===== src/rtl/ifu_fetch_if.sv =====
// Fetch unit bus: next-PC/commit inputs, instruction-memory request/response, decode output.
// The master modport is the fetch unit; the slave modport is its environment.
interface ifu_fetch_if;
    localparam int unsigned XLEN = 64;
    localparam int unsigned ILEN = 32;

    logic [XLEN-1:0] next_pc;
    logic            pc_update;
    logic            imem_req_valid;
    logic            imem_req_ready;
    logic [XLEN-1:0] imem_addr;
    logic            imem_resp_valid;
    logic            imem_resp_ready;
    logic [ILEN-1:0] imem_resp_data;
    logic            imem_resp_err;
    logic            inst_valid;
    logic            inst_ready;
    logic [ILEN-1:0] inst;
    logic [XLEN-1:0] inst_pc;
    logic [1:0]      inst_err;
    logic [XLEN-1:0] fetch_cnt;

    modport master (
        input  next_pc, pc_update, imem_req_ready, imem_resp_valid,
               imem_resp_data, imem_resp_err, inst_ready,
        output imem_req_valid, imem_addr, imem_resp_ready, inst_valid,
               inst, inst_pc, inst_err, fetch_cnt
    );

    modport slave (
        output next_pc, pc_update, imem_req_ready, imem_resp_valid,
               imem_resp_data, imem_resp_err, inst_ready,
        input  imem_req_valid, imem_addr, imem_resp_ready, inst_valid,
               inst, inst_pc, inst_err, fetch_cnt
    );
endinterface


===== src/rtl/ifu_fetch.sv =====
// Non-pipelined instruction fetch: one memory read per instruction, held for decode,
// then waits for execute commit to load the next PC.
module ifu_fetch #(
    parameter logic [63:0] RESET_PC = 64'h0000_0000_8000_0000
) (
    input  logic        clk,
    input  logic        rst,
    ifu_fetch_if.master bus
);
    localparam int unsigned XLEN = 64;
    localparam int unsigned ILEN = 32;
    localparam logic [ILEN-1:0] NOP = 32'h0000_0013;

    typedef enum logic [2:0] {IDLE, REQ, WAIT, HOLD, EXEC} state_t;

    state_t          state, state_nxt;
    logic [XLEN-1:0] pc, pc_nxt;
    logic [ILEN-1:0] inst_q, inst_nxt;
    logic [1:0]      err_q, err_nxt;
    logic [XLEN-1:0] cnt_q, cnt_nxt;

    always_ff @(posedge clk or posedge rst) begin
        if (rst) begin
            state  <= IDLE;
            pc     <= RESET_PC;
            inst_q <= '0;
            err_q  <= 2'b00;
            cnt_q  <= '0;
        end else begin
            state  <= state_nxt;
            pc     <= pc_nxt;
            inst_q <= inst_nxt;
            err_q  <= err_nxt;
            cnt_q  <= cnt_nxt;
        end
    end

    always_comb begin
        state_nxt = state;
        pc_nxt    = pc;
        inst_nxt  = inst_q;
        err_nxt   = err_q;
        cnt_nxt   = cnt_q;
        unique case (state)
            IDLE: state_nxt = REQ;
            REQ:  if (bus.imem_req_ready) state_nxt = WAIT;
            WAIT: begin
                if (bus.imem_resp_valid) begin
                    inst_nxt  = bus.imem_resp_data;
                    err_nxt   = {1'b0, bus.imem_resp_err};
                    state_nxt = HOLD;
                end
            end
            HOLD: if (bus.inst_ready) state_nxt = EXEC;
            EXEC: begin
                if (bus.pc_update) begin
                    pc_nxt  = bus.next_pc;
                    cnt_nxt = cnt_q + XLEN'(1);
                    // A halfword-misaligned target never reaches memory; decode sees a faulting nop.
                    if (bus.next_pc[1]) begin
                        inst_nxt  = NOP;
                        err_nxt   = 2'b10;
                        state_nxt = HOLD;
                    end else begin
                        state_nxt = REQ;
                    end
                end
            end
            default: state_nxt = IDLE;
        endcase
    end

    // Handshake outputs decode straight from the state register.
    assign bus.imem_req_valid  = (state == REQ);
    assign bus.imem_resp_ready = (state == WAIT);
    assign bus.inst_valid      = (state == HOLD);
    assign bus.imem_addr       = pc;
    assign bus.inst_pc         = pc;
    assign bus.inst            = inst_q;
    assign bus.inst_err        = err_q;
    assign bus.fetch_cnt       = cnt_q;
endmodule


===== src/flat_wrapper.sv =====
// flat-port wrapper written by rule: the top's interface ports become plain ports
module ifu_fetch_flat 
#(
    parameter logic [63:0] RESET_PC = 64'h0000_0000_8000_0000
)
  (clk, rst, bus_next_pc, bus_pc_update, bus_imem_req_ready, bus_imem_resp_valid, bus_imem_resp_data, bus_imem_resp_err, bus_inst_ready, bus_imem_req_valid, bus_imem_addr, bus_imem_resp_ready, bus_inst_valid, bus_inst, bus_inst_pc, bus_inst_err, bus_fetch_cnt);
  ifu_fetch_if bus_i ();
  input  logic clk;
  input  logic rst;
  input wire logic [$bits(bus_i.next_pc)-1:0] bus_next_pc;
  input wire logic [$bits(bus_i.pc_update)-1:0] bus_pc_update;
  input wire logic [$bits(bus_i.imem_req_ready)-1:0] bus_imem_req_ready;
  input wire logic [$bits(bus_i.imem_resp_valid)-1:0] bus_imem_resp_valid;
  input wire logic [$bits(bus_i.imem_resp_data)-1:0] bus_imem_resp_data;
  input wire logic [$bits(bus_i.imem_resp_err)-1:0] bus_imem_resp_err;
  input wire logic [$bits(bus_i.inst_ready)-1:0] bus_inst_ready;
  output wire logic [$bits(bus_i.imem_req_valid)-1:0] bus_imem_req_valid;
  output wire logic [$bits(bus_i.imem_addr)-1:0] bus_imem_addr;
  output wire logic [$bits(bus_i.imem_resp_ready)-1:0] bus_imem_resp_ready;
  output wire logic [$bits(bus_i.inst_valid)-1:0] bus_inst_valid;
  output wire logic [$bits(bus_i.inst)-1:0] bus_inst;
  output wire logic [$bits(bus_i.inst_pc)-1:0] bus_inst_pc;
  output wire logic [$bits(bus_i.inst_err)-1:0] bus_inst_err;
  output wire logic [$bits(bus_i.fetch_cnt)-1:0] bus_fetch_cnt;
  assign bus_i.next_pc = bus_next_pc;
  assign bus_i.pc_update = bus_pc_update;
  assign bus_i.imem_req_ready = bus_imem_req_ready;
  assign bus_i.imem_resp_valid = bus_imem_resp_valid;
  assign bus_i.imem_resp_data = bus_imem_resp_data;
  assign bus_i.imem_resp_err = bus_imem_resp_err;
  assign bus_i.inst_ready = bus_inst_ready;
  assign bus_imem_req_valid = bus_i.imem_req_valid;
  assign bus_imem_addr = bus_i.imem_addr;
  assign bus_imem_resp_ready = bus_i.imem_resp_ready;
  assign bus_inst_valid = bus_i.inst_valid;
  assign bus_inst = bus_i.inst;
  assign bus_inst_pc = bus_i.inst_pc;
  assign bus_inst_err = bus_i.inst_err;
  assign bus_fetch_cnt = bus_i.fetch_cnt;
  ifu_fetch #(.RESET_PC(RESET_PC)) u_core (.clk(clk), .rst(rst), .bus(bus_i));
endmodule

===== config.mk =====
export PLATFORM = sky130hd
export DESIGN_NAME = ifu_fetch_flat
export DESIGN_NICKNAME = d
export VERILOG_FILES = /design/src/rtl/ifu_fetch_if.sv /design/src/rtl/ifu_fetch.sv /design/src/flat_wrapper.sv
export SDC_FILE = /design/constraint.sdc
export NUM_CORES = 1
export LEC_CHECK = 0
export ABC_AREA = 1
export BUFFER_PORTS_ARGS = -buffer_cell sky130_fd_sc_hd__buf_2
export CORE_MARGIN = 4
export CORE_UTILIZATION = 46
export CTS_BUF_LIST = sky130_fd_sc_hd__clkbuf_8
export DETAILED_ROUTE_END_ITERATION = 16
export GPL_TIMING_DRIVEN = 0
export PLACE_DENSITY = 0.79
export SLEW_MARGIN = 10
export SYNTH_ARGS = -nofsm -noshare
export SYNTH_HDL_FRONTEND = slang
export SYNTH_SLANG_ARGS = --single-unit

===== constraint.sdc =====
create_clock -name clk -period 4.4 [get_ports clk]
set_input_delay 0.22 -clock clk [delete_from_list [all_inputs] [get_ports clk]]
set_output_delay 0.22 -clock clk [all_outputs]
set_load 0.01 [all_outputs]

* After elaboration in Yosys (flattened, before gate mapping)
Cells that the tools add are included.
** Cells by class
- Equal/unequal tests :: 9
- Multiplexer cells :: 14
- Reduce and logical (&&, ||, !) cells :: 5
- $add $sub $neg :: 1
** Operators by type and width (count)
- $mux W32 :: 3
- $add A64 B1 Y64 const B :: 1
- $pmux W32 S2 :: 1
- $pmux W3 S5 :: 1
- $mux W3 :: 4
- $ne A2 B2 Y1 const B :: 5
- $mux W2 :: 4
- $reduce_and A4 Y1 :: 2
- $eq A3 B2 Y1 const B :: 2
- $pmux W2 S2 :: 1
- $eq A3 B1 Y1 const B :: 1
- $eq A3 B3 Y1 const B :: 1
- $logic_not A3 Y1 :: 1
- $reduce_and A2 Y1 :: 1
- $reduce_bool A2 Y1 :: 1
** Storage, ports and cells
- Word-level logic and storage cells :: 34
- Output and inout bits :: 229
- Flip-flop bits (word level) :: 165
- Input port bits :: 103

* Depth between registers and ports, before layout
- Depth after elaboration :: 3
- Depth in mapped cells :: 11
- Gate-level depth less buffers :: 10

* Least setup slack after synthesis
Ideal clock, no wire load.
- Kind :: register to register
- Start point :: register u_core.cnt_q[1], in the netlist u_core.bus.fetch_cnt[1]
- End point :: register u_core.cnt_q[40], in the netlist u_core.bus.fetch_cnt[40]
- Setup time :: 117 ps
- Buffers on the path :: 0
- Setup slack :: 2833 ps
- Data arrival time :: 1450 ps
- Clock period less this slack :: 1567 ps
- Required time :: 4283 ps
- Stages on the path, launching flop included :: 11
- Cells stage by stage :: dfrtp_1 -> ha_1 -> inv_1 -> nor2_1 -> nand2_1 -> nor2_4 -> nand2_2 -> nor2_1 -> nand2_1 -> nand2_1 -> nand2_1
** On the way
- Longest elaborated chain between the ends :: 1
** RTL lines
- start: declaration :: RTL line ifu_fetch.sv:20 : logic [XLEN-1:0] cnt_q, cnt_nxt;
- start signal: assignment :: RTL line ifu_fetch.sv:34 : cnt_q <= cnt_nxt;
- $add A64 B1 Y64 :: RTL line ifu_fetch.sv:58 : cnt_nxt = cnt_q + XLEN'(1);
No other way between the ends.
A chain may end at the register's enable or synchronous reset.

* Final worst setup path
- Start point :: register u_core.cnt_q[1], in the netlist u_core.bus.fetch_cnt[1]
- End point :: register u_core.cnt_q[54], in the netlist u_core.bus.fetch_cnt[54]
Same word-level chain as after synthesis.

==> reports/summary.txt <==
Power Density: 495 nW/um^2
Max cap viols: 0
Setup Skew: 0.0152 ns
Initial antenna violation count: 0
GRT Overall Usage: 0.262
Crit end category: flip-flop
Worst-path clk slew: 0.09 ns
Yosys warning total: 0
CTS root buf: clkbuf_8
Router iterations before antenna repair: 5
Die W: 142 um
Mean area per synthesized cell: 7.70 um^2
Port bufs: 331
Most common cell after layout, fill and taps aside: nand2_1
Largest net degree at the start of global routing: 39
Critical path data arrival time: 2.20 ns
Sequential area share after synthesis: 0.497
Post-route minimum period: 1.84 ns
Post-route design area: 11700 um^2
R2R Setup Slk: 2.56 ns
Vias post-DR: 8436
Final Max Tran Viols: 0
CTS max path bufs: 2
Residual DRC: 0
Hold Path End: u_core.state[2]
Worst hold path type: primary input to flip-flop
Worst vdd ir: 410 uV
CP startpoint kind: flip-flop
Post-DP Area: 10300 um^2
Clk_lat worst skew: 0.46 ns
Fmax: 543 MHz
H-Tree Depth: 4
Share of cells above drive strength 1: 0.304
Worst-path fanout max: 4
Critical path required time: 4.75 ns
P&R area growth vs syn: 40.6%
CTS buffer count: 17
Post-Syn Area: 8320 um^2
Most frequent cells in the layout: 488 x nand2_1, 333 x buf_2, 164 x dfrtp_1
1st-iter DRT viols: 386
Post-Syn Nets: 1184
P_leak: 0.00663 uW
Vias in the first global route: 8443
Leading area contributor after synthesis: dfrtp_1
Relative slew slack: 0.505
Nets: 1635
End of the worst register-to-register path: u_core.bus.fetch_cnt[54]
Fill count: 1502
Routability cong.: 0.915
Drt via density: 4.77
Yosys cell types: 32
Cell row count: 48
Worst slew pin tran: 0.741 ns
Routed length per instance: 15.1 um
Die area: 20300 um^2
Sum Neg Setup Slack: 0 ns
Register bit total from synthesis: 165
RSZ-0062 raised after global routing: false
Die Height: 142 um
Cells after Synth: 1080
Hold Slack: 0.0276 ns
HP Start: bus_inst_ready
Area contributors post-synth: dfrtp_1 49%, nand2_1 22%, buf_4 6.0%, nor2_1 5.6%, inv_1 3.5%
CORE AREA: 17500 um^2
Period utilization: 0.418
Sink Count: 165
Grt total ovfl: 0
Final HPWL DP: 19.5 mm
Antenna Cells: 0
Routed WL: 26.8 mm
Status: finished, final reports clean
Critical path class: flip-flop to flip-flop
Hold Path Depth: 3
Initial core utilization: 0.476
Design Power: 5790 uW
CTS tree: done
Final setup fails: 0
Post-route antenna net violation count: 0
Synth top area share: 0.494
First-pass GRT wire length: 42.1 mm
I/O pin count: 332
R2R depth: 10
R2r startpoint: u_core.bus.fetch_cnt[1]
Post-CTS Setup Bufs: 0
Final hold vios: 0
flip-flops by register name, summed over array words and instances, names as in the netlist:
name,count
u_core.bus.fetch_cnt,64
u_core.bus.imem_addr,64
u_core.bus.inst,32
u_core.bus.inst_err,2
u_core.state,3
how the worst max path moves through the flow:
stage	startpoint	to	slack, ns	depth (start not counted)
after floorplan	rst	u_core.bus.fetch_cnt[0]	2.08	1
after global placement	rst	u_core.bus.inst[16]	1.03	2
after detailed placement	u_core.bus.fetch_cnt[1]	u_core.bus.fetch_cnt[40]	2.56	10
after CTS	u_core.bus.fetch_cnt[1]	u_core.bus.fetch_cnt[40]	2.55	10
after global routing	u_core.bus.fetch_cnt[1]	u_core.bus.fetch_cnt[40]	2.36	10
final	u_core.bus.fetch_cnt[1]	u_core.bus.fetch_cnt[54]	2.56	10
worst max-delay path, cell delays in order, from the launching register on:
cell     delay [ns]
dfrtp_1        0.40
ha_1           0.17
inv_1          0.05
nor2_1         0.19
nand2_1        0.11
nor2_1         0.23
nand3_1        0.22
inv_1          0.20
nand2_1        0.07
nand2_1        0.06
nand2_1        0.05
cell type report:
type | count | area (um^2) | area share
plain buffers | 86 | 608 | 0.0520
clock buffers | 19 | 262 | 0.0224
clock inverters | 13 | 124 | 0.0106
inverters | 81 | 313 | 0.0267
multi-input cells | 748 | 3270 | 0.279
flip-flops and latches | 165 | 4130 | 0.353
well taps | 225 | 282 | 0.0241
repair buffers | 432 | 2710 | 0.232
where the power goes:
| group | total (uW) | switching, uW | internal, uW |
|---|---|---|---|
| combinational | 2440 | 1280 | 1160 |
| sequential | 2280 | 326 | 1950 |
| clock | 1070 | 587 | 482 |
metal layers:
| layer | up-vias | track usage | share of wire |
|---|---|---|---|
| met5 | - | 0 | 0 |
| li1 | 4125 | - | - |
| met1 | 3910 | 0.296 | 0.37 |
| met2 | 337 | 0.468 | 0.51 |
| met4 | 0 | 0.116 | 0.034 |
| met3 | 64 | 0.0659 | 0.081 |
timing repair:
action,CTS,global route
hold buffers,97,0
hold endpoints to repair,125,0
resized for setup,0,0
per-stage QoR:
step / worst slack, ns / cells / util
4_1_cts: 2.55 / 1769 / 0.669
3_3_place_gp: 1.03 / 1636 / 0.587
6_report: 2.56 / 1769 / 0.669
3_5_place_dp: 2.56 / 1640 / 0.591
2_1_floorplan: 2.08 / 1080 / -
5_1_grt: 2.36 / 1769 / 0.669
cell families after synthesis:
| kind of cell | count (synthesis) | synth area share |
|---|---|---|
| simple gates | 701 | 0.350 |
| buf+inv | 167 | 0.110 |
| flops | 165 | 0.497 |
| xor+xnor | 28 | 0.0295 |
| compound gates | 18 | 0.0119 |
| fa+ha+maj | 1 | 0.00150 |
cells in the mapped netlist (all sizes together):
cell    number
nand2      500
dfrtp      164
nor2       133
inv         81
buf         77
nand3       26
nand3b      20
o21ai       16
xnor2       14
xor2        14
nand4       13
clkbuf       9
nor3         8
and2         1
dfstp        1
ha           1
o21bai       1
o31ai        1
Note: power is estimated with default switching activity, not from simulation.
